==> src/rtl/wb_dma_copy.sv <==
// wb_dma_copy: Wishbone master copying a block of words, one read then one write per word.
// Ports: clk/rstn, start_i/src_adr_i/dst_adr_i/len_i in, busy_o/done_o/err_o status, m_* classic WB master.
module wb_dma_copy #(
    parameter int c_DATA_WIDTH = 64,
    parameter int c_LEN_WIDTH  = 16,
    parameter int c_RTY_MAX    = 15
) (
    input  logic                      clk,
    input  logic                      rstn,
    input  logic                      start_i,
    input  logic [31:0]               src_adr_i,
    input  logic [31:0]               dst_adr_i,
    input  logic [c_LEN_WIDTH-1:0]    len_i,
    output logic                      busy_o,
    output logic                      done_o,
    output logic                      err_o,
    output logic [31:0]               m_adr_o,
    output logic [c_DATA_WIDTH-1:0]   m_dat_o,
    input  logic [c_DATA_WIDTH-1:0]   m_dat_i,
    output logic [c_DATA_WIDTH/8-1:0] m_sel_o,
    output logic                      m_we_o,
    output logic                      m_cyc_o,
    output logic                      m_stb_o,
    output logic [2:0]                m_cti_o,
    input  logic                      m_ack_i,
    input  logic                      m_err_i,
    input  logic                      m_rty_i
);

    localparam int          c_SEL_WIDTH = c_DATA_WIDTH / 8;
    localparam int          c_RTY_WIDTH = $clog2(c_RTY_MAX + 2);
    localparam logic [31:0] c_STEP      = 32'(c_SEL_WIDTH);
    localparam logic [c_RTY_WIDTH-1:0] c_RTY_LIMIT = c_RTY_WIDTH'(c_RTY_MAX);

    localparam logic [2:0] S_IDLE     = 3'd0;
    localparam logic [2:0] S_RD_SETUP = 3'd1;
    localparam logic [2:0] S_RD_CYC   = 3'd2;
    localparam logic [2:0] S_WR_SETUP = 3'd3;
    localparam logic [2:0] S_WR_CYC   = 3'd4;
    localparam logic [2:0] S_DONE     = 3'd5;

    logic [2:0]               r_state;
    logic [31:0]              r_src_ptr;
    logic [31:0]              r_dst_ptr;
    logic [c_LEN_WIDTH-1:0]   r_remaining;
    logic [c_RTY_WIDTH-1:0]   r_rty_cnt;
    logic [31:0]              r_adr;
    // Write-data register doubles as the read buffer: the read ack loads it
    // directly, so it is already valid during WR_SETUP.
    logic [c_DATA_WIDTH-1:0]  r_dat;
    logic [c_SEL_WIDTH-1:0]   r_sel;
    logic                     r_we;
    logic                     r_cyc;
    logic                     r_busy;
    logic                     r_done;
    logic                     r_err;

    logic [c_RTY_WIDTH-1:0]   w_rty_next;
    logic                     w_rty_abort;
    logic                     w_last;
    logic [31:0]              w_src_next;
    logic [31:0]              w_dst_next;
    logic                     w_is_rd;

    assign w_rty_next  = r_rty_cnt + c_RTY_WIDTH'(1);
    assign w_rty_abort = (w_rty_next > c_RTY_LIMIT);
    assign w_last      = (r_remaining == c_LEN_WIDTH'(1));
    assign w_src_next  = r_src_ptr + c_STEP;
    assign w_dst_next  = r_dst_ptr + c_STEP;
    assign w_is_rd     = (r_state == S_RD_CYC);

    always_ff @(posedge clk or negedge rstn) begin
        if (!rstn) begin
            r_state     <= S_IDLE;
            r_src_ptr   <= '0;
            r_dst_ptr   <= '0;
            r_remaining <= '0;
            r_rty_cnt   <= '0;
            r_adr       <= '0;
            r_dat       <= '0;
            r_sel       <= '0;
            r_we        <= 1'b0;
            r_cyc       <= 1'b0;
            r_busy      <= 1'b0;
            r_done      <= 1'b0;
            r_err       <= 1'b0;
        end else begin
            case (r_state)
                S_IDLE: begin
                    if (start_i) begin
                        r_src_ptr   <= src_adr_i;
                        r_dst_ptr   <= dst_adr_i;
                        r_remaining <= len_i;
                        r_rty_cnt   <= '0;
                        r_err       <= 1'b0;
                        r_busy      <= 1'b1;
                        if (len_i == '0) begin
                            r_state <= S_DONE;
                        end else begin
                            r_adr   <= src_adr_i;
                            r_we    <= 1'b0;
                            r_sel   <= '1;
                            r_state <= S_RD_SETUP;
                        end
                    end
                end
                S_RD_SETUP: begin
                    r_cyc   <= 1'b1;
                    r_state <= S_RD_CYC;
                end
                S_WR_SETUP: begin
                    r_cyc   <= 1'b1;
                    r_state <= S_WR_CYC;
                end
                S_RD_CYC, S_WR_CYC: begin
                    if (m_err_i) begin
                        r_cyc   <= 1'b0;
                        r_err   <= 1'b1;
                        r_busy  <= 1'b0;
                        r_done  <= 1'b1;
                        r_state <= S_DONE;
                    end else if (m_ack_i) begin
                        r_cyc     <= 1'b0;
                        r_rty_cnt <= '0;
                        if (w_is_rd) begin
                            r_dat   <= m_dat_i;
                            r_adr   <= r_dst_ptr;
                            r_we    <= 1'b1;
                            r_state <= S_WR_SETUP;
                        end else begin
                            r_src_ptr   <= w_src_next;
                            r_dst_ptr   <= w_dst_next;
                            r_remaining <= r_remaining - c_LEN_WIDTH'(1);
                            if (w_last) begin
                                r_busy  <= 1'b0;
                                r_done  <= 1'b1;
                                r_state <= S_DONE;
                            end else begin
                                r_adr   <= w_src_next;
                                r_we    <= 1'b0;
                                r_sel   <= '1;
                                r_state <= S_RD_SETUP;
                            end
                        end
                    end else if (m_rty_i) begin
                        r_cyc     <= 1'b0;
                        r_rty_cnt <= w_rty_next;
                        if (w_rty_abort) begin
                            r_err   <= 1'b1;
                            r_busy  <= 1'b0;
                            r_done  <= 1'b1;
                            r_state <= S_DONE;
                        end else begin
                            r_state <= w_is_rd ? S_RD_SETUP : S_WR_SETUP;
                        end
                    end
                end
                S_DONE: begin
                    // A zero-length start arrives here with done still low,
                    // spending one busy cycle before the pulse.
                    if (r_done) begin
                        r_done  <= 1'b0;
                        r_state <= S_IDLE;
                    end else begin
                        r_done  <= 1'b1;
                        r_busy  <= 1'b0;
                    end
                end
                default: begin
                    r_state <= S_IDLE;
                end
            endcase
        end
    end

    assign busy_o  = r_busy;
    assign done_o  = r_done;
    assign err_o   = r_err;
    assign m_adr_o = r_adr;
    assign m_dat_o = r_dat;
    assign m_sel_o = r_sel;
    assign m_we_o  = r_we;
    assign m_cyc_o = r_cyc;
    assign m_stb_o = r_cyc;
    assign m_cti_o = 3'b000;

endmodule

==> config.mk <==
export PLATFORM = sky130hd
export DESIGN_NAME = wb_dma_copy
export DESIGN_NICKNAME = d
export VERILOG_FILES = /design/src/rtl/wb_dma_copy.sv
export SDC_FILE = /design/constraint.sdc
export NUM_CORES = 1
export LEC_CHECK = 0
export BUFFER_PORTS_ARGS = -buffer_cell sky130_fd_sc_hd__buf_2
export CAP_MARGIN = 20
export CORE_MARGIN = 4
export CORE_UTILIZATION = 54
export DETAILED_ROUTE_END_ITERATION = 10
export HOLD_SLACK_MARGIN = 0.08
export MAX_ROUTING_LAYER = met4
export PLACE_DENSITY = 0.82
export SLEW_MARGIN = 20
export SYNTH_ARGS = -nofsm -noshare
export SYNTH_HDL_FRONTEND = slang
export SYNTH_SLANG_ARGS = --single-unit
==> constraint.sdc <==
create_clock -name clk -period 3.1 [get_ports clk]
set_clock_uncertainty 0.15 [all_clocks]
set_input_delay 0.155 -clock clk [delete_from_list [all_inputs] [get_ports clk]]
set_output_delay 0.155 -clock clk [all_outputs]
set_load 0.005 [all_outputs]
# --- Word level (Yosys, flattened, before mapping) ---
# Cells that the tools add are included.
word_totals:
  reg_bits: 197
  inputBits: 150
  out_inout_bits: 113
  wordCells: 137
classes:
  addsub: 4
  n_lt_le_gt_ge: 1
  eq_ne: 23
  muxes: 77
  bitwise_logic: 1
  reduce_logical: 18
op_table:
  columns: ["op", "count"]
  rows:
  - ["32-bit 2-to-1 mux", 14]
  - ["32-bit one-hot mux with 2 select lines", 3]
  - ["32-bit by 4-bit adder with 32-bit output (second input constant)", 2]
  - ["16-bit 2-to-1 mux", 4]
  - ["8-bit 2-to-1 mux", 6]
  - ["16-bit one-hot mux with 2 select lines", 1]
  - ["1-bit 2-to-1 mux", 27]
  - ["3-bit 2-to-1 mux", 9]
  - ["5-bit 2-to-1 mux", 4]
  - ["16-bit by 1-bit == test with 1-bit output (second input constant)", 1]
  - ["16-bit logical NOT", 1]
  - ["2-bit != test (second input constant)", 8]
  - ["4-bit != test (second input constant)", 4]
  - ["8-bit one-hot mux with 2 select lines", 1]
  - ["16-bit by 1-bit subtractor with 16-bit output (second input constant)", 1]
  - ["3-bit != test (second input constant)", 5]
  - ["3-bit one-hot mux with 5 select lines", 1]
  - ["5-bit AND reduction", 3]
  - ["7-bit AND reduction", 2]
  - ["5-bit one-hot mux with 2 select lines", 1]
  - ["1-bit one-hot mux with 2 select lines", 4]
  - ["4-bit AND reduction", 2]
  - ["3-bit by 2-bit == test with 1-bit output (second input constant)", 2]
  - ["3-bit == test (second input constant)", 2]
  - ["other kinds (13)", 16]

# --- Longest topological paths before layout ---
# Gate-level depths: netlist (run 1).
depth:
  depth_word: 7
  depth_mapped: 9
  ltp_nobuf: 7

# --- Least setup slack after synthesis (run 1) ---
# OpenSTA, ideal clock, no wires.
synth_timing:
  path_type: "register to register"
  startpoint: "register r_src_ptr[3]"
  endpoint: "register r_adr[21], in the netlist m_adr_o[21]"
  setup_ns: 0.064
  t_arrival_ns: 2.158
  required_time_ns: 2.886
  setup_slack_ns: 0.728
  path_stages_with_launch: 8
  n_path_buf: 1
  period_less_slack_ns: 2.372
  path_cell_list: "dfrtp_1 ha_1 nand4_4 or4_4 buf_6 or4_1 nand3_1 mux2_2"
synth_via:
  elab_chain_cells: 6
synth_rtl:
  columns: ["element", "line_no", "text"]
  rows:
  - ["from (decl)", "43", "logic [31:0] r_src_ptr;"]
  - ["from (signal assigned)", "91", "r_src_ptr <= src_adr_i;"]
  - ["from (signal assigned)", "131", "r_src_ptr <= w_src_next;"]
  - ["32-bit by 4-bit adder with 32-bit output", "68", "assign w_src_next = r_src_ptr + c_STEP;"]
  - ["32-bit 2-to-1 mux", "134", "if (w_last) begin"]
  - ["32-bit 2-to-1 mux", "125", "if (w_is_rd) begin"]
  - ["32-bit 2-to-1 mux", "122", "end else if (m_ack_i) begin"]
  - ["32-bit 2-to-1 mux", "116", "if (m_err_i) begin"]
  - ["32-bit one-hot mux with 2 select lines", "88", "case (r_state)"]
  - ["to (signal assigned)", "100", "r_adr <= src_adr_i;"]
  - ["to (signal assigned)", "127", "r_adr <= r_dst_ptr;"]
  - ["to (signal assigned)", "139", "r_adr <= w_src_next;"]
  - ["to (decl)", "47", "logic [31:0] r_adr;"]
# No other way between the ends. The select of a mux whose other input is x is not followed.
# A chain may end at the register's enable or synchronous reset.

# --- Final worst setup path (run 1) ---
layout_timing:
  startpoint: "input port len_i[14]"
  endpoint: "register r_adr[13], in the netlist m_adr_o[13]"
layout_via:
  elab_chain_cells: 3
layout_rtl:
  columns: ["element", "line_no", "text"]
  rows:
  - ["from (decl)", "13", "input logic [c_LEN_WIDTH-1:0] len_i,"]
  - ["16-bit logical NOT", "97", "if (len_i == '0) begin"]
  - ["2-bit != test (no line)", null, null]
  - ["6-bit AND reduction (no line)", null, null]
# No other way between the ends.

==> results of run 1 <==
[per-layer routing]
| metal | wire (um) | vias to the layer above | global-route usage [%] | part of all wire (%) |
|---|---|---|---|---|
| li1 | - | 4890 | - | - |
| met2 | 17830 | 733 | 53.88 | 49 |
| met5 | 0 | - | - | 0 |
| met3 | 3546 | 112 | 5.881 | 9.7 |
| met1 | 13900 | 5182 | 42.29 | 38 |
| met4 | 1158 | 0 | 11.27 | 3.2 |
[power groups by stage]
stage | logic, mW | registers [mW] | clock network [mW]
after global routing | 7.00 | 5.18 | 2.38
final | 6.43 | 5.05 | 2.26
after CTS | 6.27 | 4.92 | 2.27
after floorplan | 4.37 | 4.54 | 0
after detailed placement | 6.09 | 4.96 | 0
after global placement | 5.90 | 4.90 | 0
[Yosys cell counts, types with 5 or more instances]
master	count
inv_1	27
o211ai_1	7
and4_1	6
a21oi_1	103
a22oi_1	16
nand3_1	56
a31oi_1	12
o31ai_1	10
nand2b_1	7
buf_2	15
o22ai_1	41
nor3_1	21
mux2_2	95
or4_1	5
nor2_1	67
clkbuf_1	48
buf_4	15
or3_1	7
nor4_1	13
a222oi_1	7
dfrtp_1	190
a2bb2oi_1	16
nand2_1	81
buf_1	8
ha_1	6
nand4_1	30
clkbuf_8	6
o21ai_0	60
and3_1	17
o2bb2ai_1	5
xnor2_1	9
mux2i_1	9
[cell families after synthesis]
family	after synthesis	share of synthesized area, %
and+or+nand+nor	340	16.76
AOI/OAI and AO/OA	334	20.11
DFF	190	44.54
buffers and inverters	124	5.919
muxes	104	10.87
xor gates and xnor gates	13	1.067
adders and majority gates	6	0.7032
other	1	0.03513
[metrics by stage]
| stage | cell area (sq um) | utilization [%] | total power, mW |
|---|---|---|---|
| after CTS | 14220 | 73.05 | 13.46 |
| after detailed placement | 12110 | 62.22 | 11.05 |
| after global placement | 12110 | 62.22 | 10.80 |
| after global routing | 14220 | 73.05 | 14.56 |
| final | 14220 | 73.05 | 13.73 |
| after floorplan | 10680 | - | 8.913 |
[registers in the layout (all words and copies together), names as in the netlist]
signal       flops
m_dat_o         64
err_o            1
done_o           1
r_remaining     16
r_dst_ptr       32
busy_o           1
r_rty_cnt        5
r_src_ptr       32
m_adr_o         32
m_we_o           1
r_state          3
m_sel_o          1
m_cyc_o          1
[cell type report]
cell class / count / area (sq um) / share of cell area (%)
Clock buffer: 17 / 425.4 / 2.992
Clock inverter: 15 / 191.4 / 1.346
Timing Repair Buffer: 437 / 3077 / 21.64
Multi-Input combinational cell: 800 / 5336 / 37.53
Inverter: 27 / 101.3 / 0.7128
Tap cell: 265 / 331.6 / 2.332
Sequential cell: 190 / 4755 / 33.44
[worst paths after layout]
path | to | start | slack (ps)
worst max-delay path | m_adr_o[13] | len_i[14] | 130
worst min-delay path | m_dat_o[59] | rstn | 200
worst max register to register | m_adr_o[13] | r_state[1] | 210
worst min register to register | m_we_o | m_we_o | 320
max in group asynchronous | m_dat_o[61] | rstn | 1650
min in group clk | m_we_o | m_we_o | 320
==> flow_summary.toml, run 1 <==
[power_and_ir_drop]
power_frac_clock_pct = 16.4
power_switching_share_pct = 44.08
power_frac_seq_pct = 36.8
pwr_density_cell_nw_per_um2 = 965.5
vdd_ir_drop_max_mv = 0.5715
p_sw_mw = 6.051
leakage_nw = 6.191
p_comb_share_pct = 46.8
intPower_mw = 7.676

[route]
drt-vias-per-instance = 6.235
vias = 10917
ant_nets = 0
first_iter_violations = 1404
drcViolationCount = 0
wire_per_inst_um = 20.81
drtPass1Iterations = 6
drt_wl_total_mm = 36.43

[status]
status = "finished, final reports clean"

[final_layout]
area_growth_syn_to_layout_pct = 33.18
fillers = 1336
layout-drive-gt1-share_pct = 29.68
layout_commonest_cell = "buf_2"
n_antenna_cell = 0
layout.cells.non_filler = 1751
final_cell_mix = "buf_2 (258), dfrtp_1 (190), dlygate4sd3_1 (149)"
finalNetCount = 1629

[critical_path]
critPathMaxFanout = 30
cp.depth = 8
critPathLaunchType = "primary input"
cp-end-kind = "flop"
cp_cell_sequence = "dlygate4sd3_1, buf_2, or4_1, nor4_1, nand4_1, nand3_2, buf_12, mux2_2"
critPathTopFamily = "simple AND/OR/NAND/NOR gates"
worstPathArrival_ps = 3150
crit_buf_inv = 3
worstPathRequired_ps = 3270
crit_slowest_cell = "dlygate4sd3_1"
crit_type = "primary input to flop"
slowest_delay_ps = 560
reg2reg_depth = 6

[floorplanning]
die_w_um = 148.6
boundaryPins = 263
core.rowCount = 51
die-height_um = 148.6
die-area_sq_um = 22080
initial_core_util_pct = 54.85
fp.coreArea_sq_um = 19460

[synth]
synthCells = 1112
seq_area_frac_synth_pct = 44.54
synth.avg_cell_area_sq_um = 9.600
yosysTopAreaCellShare_pct = 44.54
synth_top_area_cell = "dfrtp_1"
synthFlopType = "dfrtp_1"
ys_warn_count = 0
ys_types = 76
ys_seq_elements = 190
syn_area_sq_um = 10680
synthTopCellsByArea = "dfrtp_1 (45%), mux2_2 (10%), a21oi_1 (4.8%), nand2_1 (2.8%), o21ai_0 (2.8%)"
synth_edf_count = 0
synth_async_sr_flop_share_pct = 100.0

[grt]
gr-total-overflow = 0
grt_use_total_pct = 33.15
grt_pass1_wl_mm = 56.89
grt_max_degree = 102
grt_pass1_vias = 10408
antenna_found_initial = 0

[timing]
hold_viol = 0
max_slew_margin_pct = 46.73
min_period_ps = 2975
fin_tns_setup_ps = 0
hold_ws_ps = 199.6
slew_violations = 0
fmax_mhz = 336.2
setup_viol = 0
tightest_slew_ps = 799.1
worst_slack_ps = 125.5
rsz0062_at_grt = "false"
post-route-period-util_pct = 95.95

[clock_tree]
cts_tree = "built"
numCtsBuffers = 17
clockBufferDepth = 2
cts_root_buf = "clkbuf_16"
cts.clk_slew.worst_paths_ps = 80
ctsResizeCount = 0
cts-htree-levels = 4
cts_hold_buffers = 149
numClockSinks = 190
clk-insertion-delay-late_ps = 440
post_cts.repair.setup_buffers = 0

[placement]
dp_slack_ps = 303.1
hpwlAfterDp_mm = 23.01
dp_cells = 1570
globalplace.congestion = 0.9082
place.port_buffers = 259

[worst_hold_path]
min_path_type = "primary input to async pin"

[run]
max_cap_violations = 0
Note: power is estimated with default switching activity, not from simulation.
==> run 2, diff against run 1 <==
- CAP_MARGIN: 20 -> default
- CORE_UTILIZATION: 54 -> 40
- PLACE_DENSITY: 0.82 -> 0.64
- SLEW_MARGIN: 20 -> default
==> run 2 against run 1 <==
Net effect:
- hold slack got worse by 37 ps
- final cell count grew 4.6%
- routed wire length is 1.6% lower
- sequential share of layout area down 0.51 points
- core utilization decreased by 18 points
- power rose by 0.90%
- via count fell by 3.3%
- flip-flop and latch count is the same
- first-iteration DRC count shrank 35%
- setup slack improved by 90 ps
==> flow_summary.toml, run 2 (same netlist as run 1, synthesis figures left out) <==
[route]
ant_nets = 0
drt_wl_total_mm = 35.85
first_iter_violations = 919
drtPass1Iterations = 5
vias = 10552
wire_per_inst_um = 19.57
drcViolationCount = 0
drt-vias-per-instance = 5.760

[clock_tree]
cts-htree-levels = 4
numClockSinks = 190
cts_tree = "built"
clk-insertion-delay-late_ps = 450
clockBufferDepth = 2
cts_hold_buffers = 149
cts.clk_slew.worst_paths_ps = 80
post_cts.repair.setup_buffers = 0
numCtsBuffers = 17
ctsResizeCount = 0
cts_root_buf = "clkbuf_16"

[timing]
setup_viol = 0
post-route-period-util_pct = 93.06
tightest_slew_ps = 679.0
hold_ws_ps = 163.0
min_period_ps = 2885
max_slew_margin_pct = 54.39
slew_violations = 0
fmax_mhz = 346.7
hold_viol = 0
rsz0062_at_grt = "false"
fin_tns_setup_ps = 0

[critical_path]
worstPathArrival_ps = 3060
reg2reg_depth = 6
critPathTopFamily = "simple AND/OR/NAND/NOR gates"
critPathLaunchType = "primary input"
crit_slowest_cell = "dlygate4sd3_1"
cp.depth = 8
slowest_delay_ps = 550
crit_type = "primary input to flop"
worstPathRequired_ps = 3280
critPathMaxFanout = 15
cp_cell_sequence = "dlygate4sd3_1, buf_2, or4_1, nor4_1, nand4_1, nand3_2, buf_4, mux2_2"
cp-end-kind = "flop"
crit_buf_inv = 3

[floorplanning]
initial_core_util_pct = 40.85
die-area_sq_um = 29370
die_w_um = 171.4
core.rowCount = 59
die-height_um = 171.4
boundaryPins = 263
fp.coreArea_sq_um = 26130

[placement]
dp_cells = 1649
placed_cell_area_sq_um = 12290
hpwlAfterDp_mm = 24.20
globalplace.congestion = 0.8840
place.port_buffers = 259

[final_layout]
fillers = 2295
layout-drive-gt1-share_pct = 30.10
multiInputGateArea_sq_um = 5336
layout_commonest_cell = "buf_2"
design_area_sq_um = 14440
seq_area_sq_um = 4755
finalNetCount = 1638
final_cell_mix = "buf_2 (258), dfrtp_1 (190), dlygate4sd3_1 (149)"
layout.cells.non_filler = 1832
largest_register_ffs = 64
area_growth_syn_to_layout_pct = 35.26

[run]
max_cap_violations = 0

[grt]
grt_pass1_wl_mm = 56.04
grt_max_degree = 136
grt_use_total_pct = 24.59
gr-total-overflow = 0
antenna_found_initial = 1
grt_pass1_vias = 10162

[power_and_ir_drop]
vdd_ir_drop_max_mv = 0.7405
pwr_density_cell_nw_per_um2 = 959.3
leakage_nw = 6.259

[worst_hold_path]
min_path_type = "primary input to async pin"

[status]
status = "finished, final reports clean"
-- run 2: worst paths after layout --
path / from / to / slack [ps]
worst max register to register: r_state[2] / m_adr_o[4] / 410
worst min-delay path: rstn / m_dat_o[51] / 160
max in group asynchronous: rstn / m_adr_o[5] / 1870
min in group clk: m_dat_i[15] / m_dat_o[15] / 320
worst min register to register: m_we_o / m_we_o / 330
worst max-delay path: len_i[14] / m_adr_o[4] / 220
-- run 2: report_power, final --
part	internal, mW	switching, mW	total, mW
clock	1.15	1.25	2.41
combinational	2.95	3.52	6.46
sequential	3.69	1.29	4.98
-- run 2: metrics by stage --
step	utilization, %	worst slack [ps]	power, mW
2_1_floorplan	-	727.6	8.913
6_report	55.25	215.2	13.85
5_1_grt	55.24	175.8	14.86
3_5_place_dp	47.03	315.2	11.22
4_1_cts	55.23	238.3	13.82
3_3_place_gp	47.03	282.0	11.06
-- run 2: worst reg2reg max path, cell delays in order (launching register included) --
cell and delay, ps:
dfrtp_1 490, buf_4 220, nor4_1 450, nand4_1 380, nand3_2 190, buf_4 320, mux2_2 380
-- run 2: metal layers --
layer | part of all wire, % | GRT usage, % | up-vias
met5 | 0 | - | -
met4 | 2.6 | 8.164 | 0
met3 | 6.7 | 3.585 | 59
met2 | 48 | 38.35 | 471
met1 | 43 | 33.19 | 5096
li1 | - | - | 4926
-- run 2: layout make-up --
type	instances	area share, %
multi-input combinational	800	36.96
sequential	190	32.93
timing repair buffer	446	21.95
clock buffer	17	2.946
tap	335	2.903
clock inverter	15	1.577
inverter	27	0.7019
antenna	2	0.03466
==> run 3, diff against run 2 <==
- CORE_ASPECT_RATIO: default -> 2
- GPL_TIMING_DRIVEN: default -> 0
- PLACE_DENSITY: 0.64 -> 0.62
==> run 3 against run 2 <==
Net effect:
- core utilization is 0.26 points higher
- non-clock buffer count is 60 higher
- fmax is 6.0% lower
- design area is 1.0% higher
- first-iteration DRC count is 18% lower
- hold slack worse by 44 ps
- routed wire length is 22% higher
- flip-flop and latch count stayed put
- power is 5.3% higher
- critical path type unchanged
- highest routed layer unchanged
- via count is 6.6% higher
==> flow_summary.toml, run 3 (same netlist as run 1, synthesis figures left out) <==
[status]
status = "finished, final reports clean"

[grt]
grt_pass1_vias = 11731
gr-total-overflow = 0
antenna_found_initial = 0
grt_use_total_pct = 30.79
grt_max_degree = 97
grt_pass1_wl_mm = 65.94

[final_layout]
area_growth_syn_to_layout_pct = 36.64
largest_register_ffs = 64
fillers = 2364
seq_area_sq_um = 4755
final_core_util_pct = 55.51
final_cell_mix = "buf_2 (273), dfrtp_1 (190), dlygate4sd3_1 (149)"
n_antenna_cell = 0
multiInputGateArea_sq_um = 5340
layout_commonest_cell = "buf_2"
layout-drive-gt1-share_pct = 29.54
finalNetCount = 1698

[clock_tree]
clockBufferDepth = 2
cts_tree = "built"
cts_root_buf = "clkbuf_16"
numClockSinks = 190
cts.clk_slew.worst_paths_ps = 80
cts-htree-levels = 4
numCtsBuffers = 17
clk-insertion-delay-late_ps = 470

[critical_path]
crit_type = "primary input to flop"
cp-end-kind = "flop"
crit_slowest_cell = "or4_1"
critPathMaxFanout = 10
worstPathRequired_ps = 3300
slowest_delay_ps = 570
cp_cell_sequence = "dlygate4sd3_1, buf_2, or4_1, nor4_1, nand4_1, nand3_2, buf_2, mux2_2"
critPathLaunchType = "primary input"
worstPathArrival_ps = 3270
cp_common_cell = "buf_2"
crit_buf_inv = 3
critPathTopFamily = "simple AND/OR/NAND/NOR gates"

[route]
vias = 11245
first_iter_violations = 756
wire_per_inst_um = 23.14
drtPass1Iterations = 6
drt_wl_total_mm = 43.91
ant_nets = 0
drcViolationCount = 0
drt-vias-per-instance = 5.925

[floorplanning]
initial_core_util_pct = 40.63
boundaryPins = 263
core.rowCount = 84
die-height_um = 239.0
fp.coreArea_sq_um = 26280
die-area_sq_um = 29520
die_w_um = 123.5

[power_and_ir_drop]
power_frac_seq_pct = 32.5
p_sw_mw = 6.703
power_switching_share_pct = 45.98
pwr_density_cell_nw_per_um2 = 999.6
finalPower_mw = 14.58
power_frac_clock_pct = 15.5
leakage_nw = 6.329
p_comb_share_pct = 52.0
vdd_ir_drop_max_mv = 0.6675
intPower_mw = 7.877

[timing]
slew_violations = 0
post-route-period-util_pct = 98.99
rsz0062_at_grt = "false"
min_period_ps = 3069
hold_viol = 0
max_slew_margin_pct = 18.01
fmax_mhz = 325.9
setup_viol = 0
tightest_slew_ps = 1227

[placement]
globalplace.congestion = 0.9932
hpwlAfterDp_mm = 31.96
place.port_buffers = 259

[run]
max_cap_violations = 0

[worst_hold_path]
min_path_type = "primary input to flop"
run 3: final cells by class:
class,count,share of cell area [%]
Buffer,97,3.697
Sequential cell,190,32.60
Clock buffer,18,3.011
Timing Repair Buffer,409,19.37
Multi-Input combinational cell,800,36.61
Clock inverter,13,1.072
Inverter,27,0.6948
Tap cell,344,2.951
run 3: routing by layer:
metal  part of all wire, %  global-route usage, %  vias to the layer above
li1                      -                      -                     5038
met1                    34                  30.73                     5385
met2                    51                  51.83                      633
met3                   6.5                  5.873                      189
met4                   8.2                  23.46                        0
met5                     0                      -                        -
run 3: through the flow:
stage | cell area (sq um) | std cells | hold slack [ps] | setup slack [ps] | TNS (ps)
6_report | 14590 | 1898 | 119.0 | 31.21 | 0
5_1_grt | 14590 | 1898 | 135.2 | 7.269 | 0
4_1_cts | 14550 | 1898 | 92.90 | -16.71 | -16.71
3_5_place_dp | 12450 | 1718 | 93.85 | -450.7 | -15880
3_3_place_gp | 12410 | 1717 | 235.5 | -1628 | -323820
2_1_floorplan | 10680 | 1114 | -290.6 | 727.6 | 0
run 3: path summary, 6_finish.rpt:
kind                            start  slack (ps)     endpoint  depth (start not counted)
hold / removal                m_ack_i         120      m_cyc_o                          4
hold reg to reg                m_we_o         340       m_we_o                          1
min in group asynchronous        rstn         160  m_adr_o[14]                          2
max in group asynchronous        rstn        1660  m_adr_o[29]                          3
setup / recovery            len_i[14]          30  m_adr_o[13]                          8
setup reg to reg           r_state[0]          90  m_adr_o[14]                          6
run 3: worst register-to-register path: cells and delay by family, from the launching register on:
kind	cells	cell delay (ps)
muxes	1	330
AOI/OAI and AO/OA	1	270
and+or+nand+nor	1	530
buffers and inverters	3	1200
DFF	1	430
run 3: what timing repair did:
item | 4_1_cts | 5_1_grt
setup endpoints to repair | 68 | 75
pin swaps | 0 | 0
setup buffers | 0 | 0
resized for setup | 6 | 12
hold buffers | 149 | 0
hold endpoints to repair | 267 | 0
run 3: power groups by stage:
stage                     clock network [mW]  registers (mW)  logic [mW]
final                                   2.26            4.73        7.59
after global routing                    2.39            4.87        8.14
after CTS                               2.30            4.68        7.44
after detailed placement                   0            4.73        7.26
after global placement                     0            4.68        7.15
after floorplan                            0            4.54        4.37
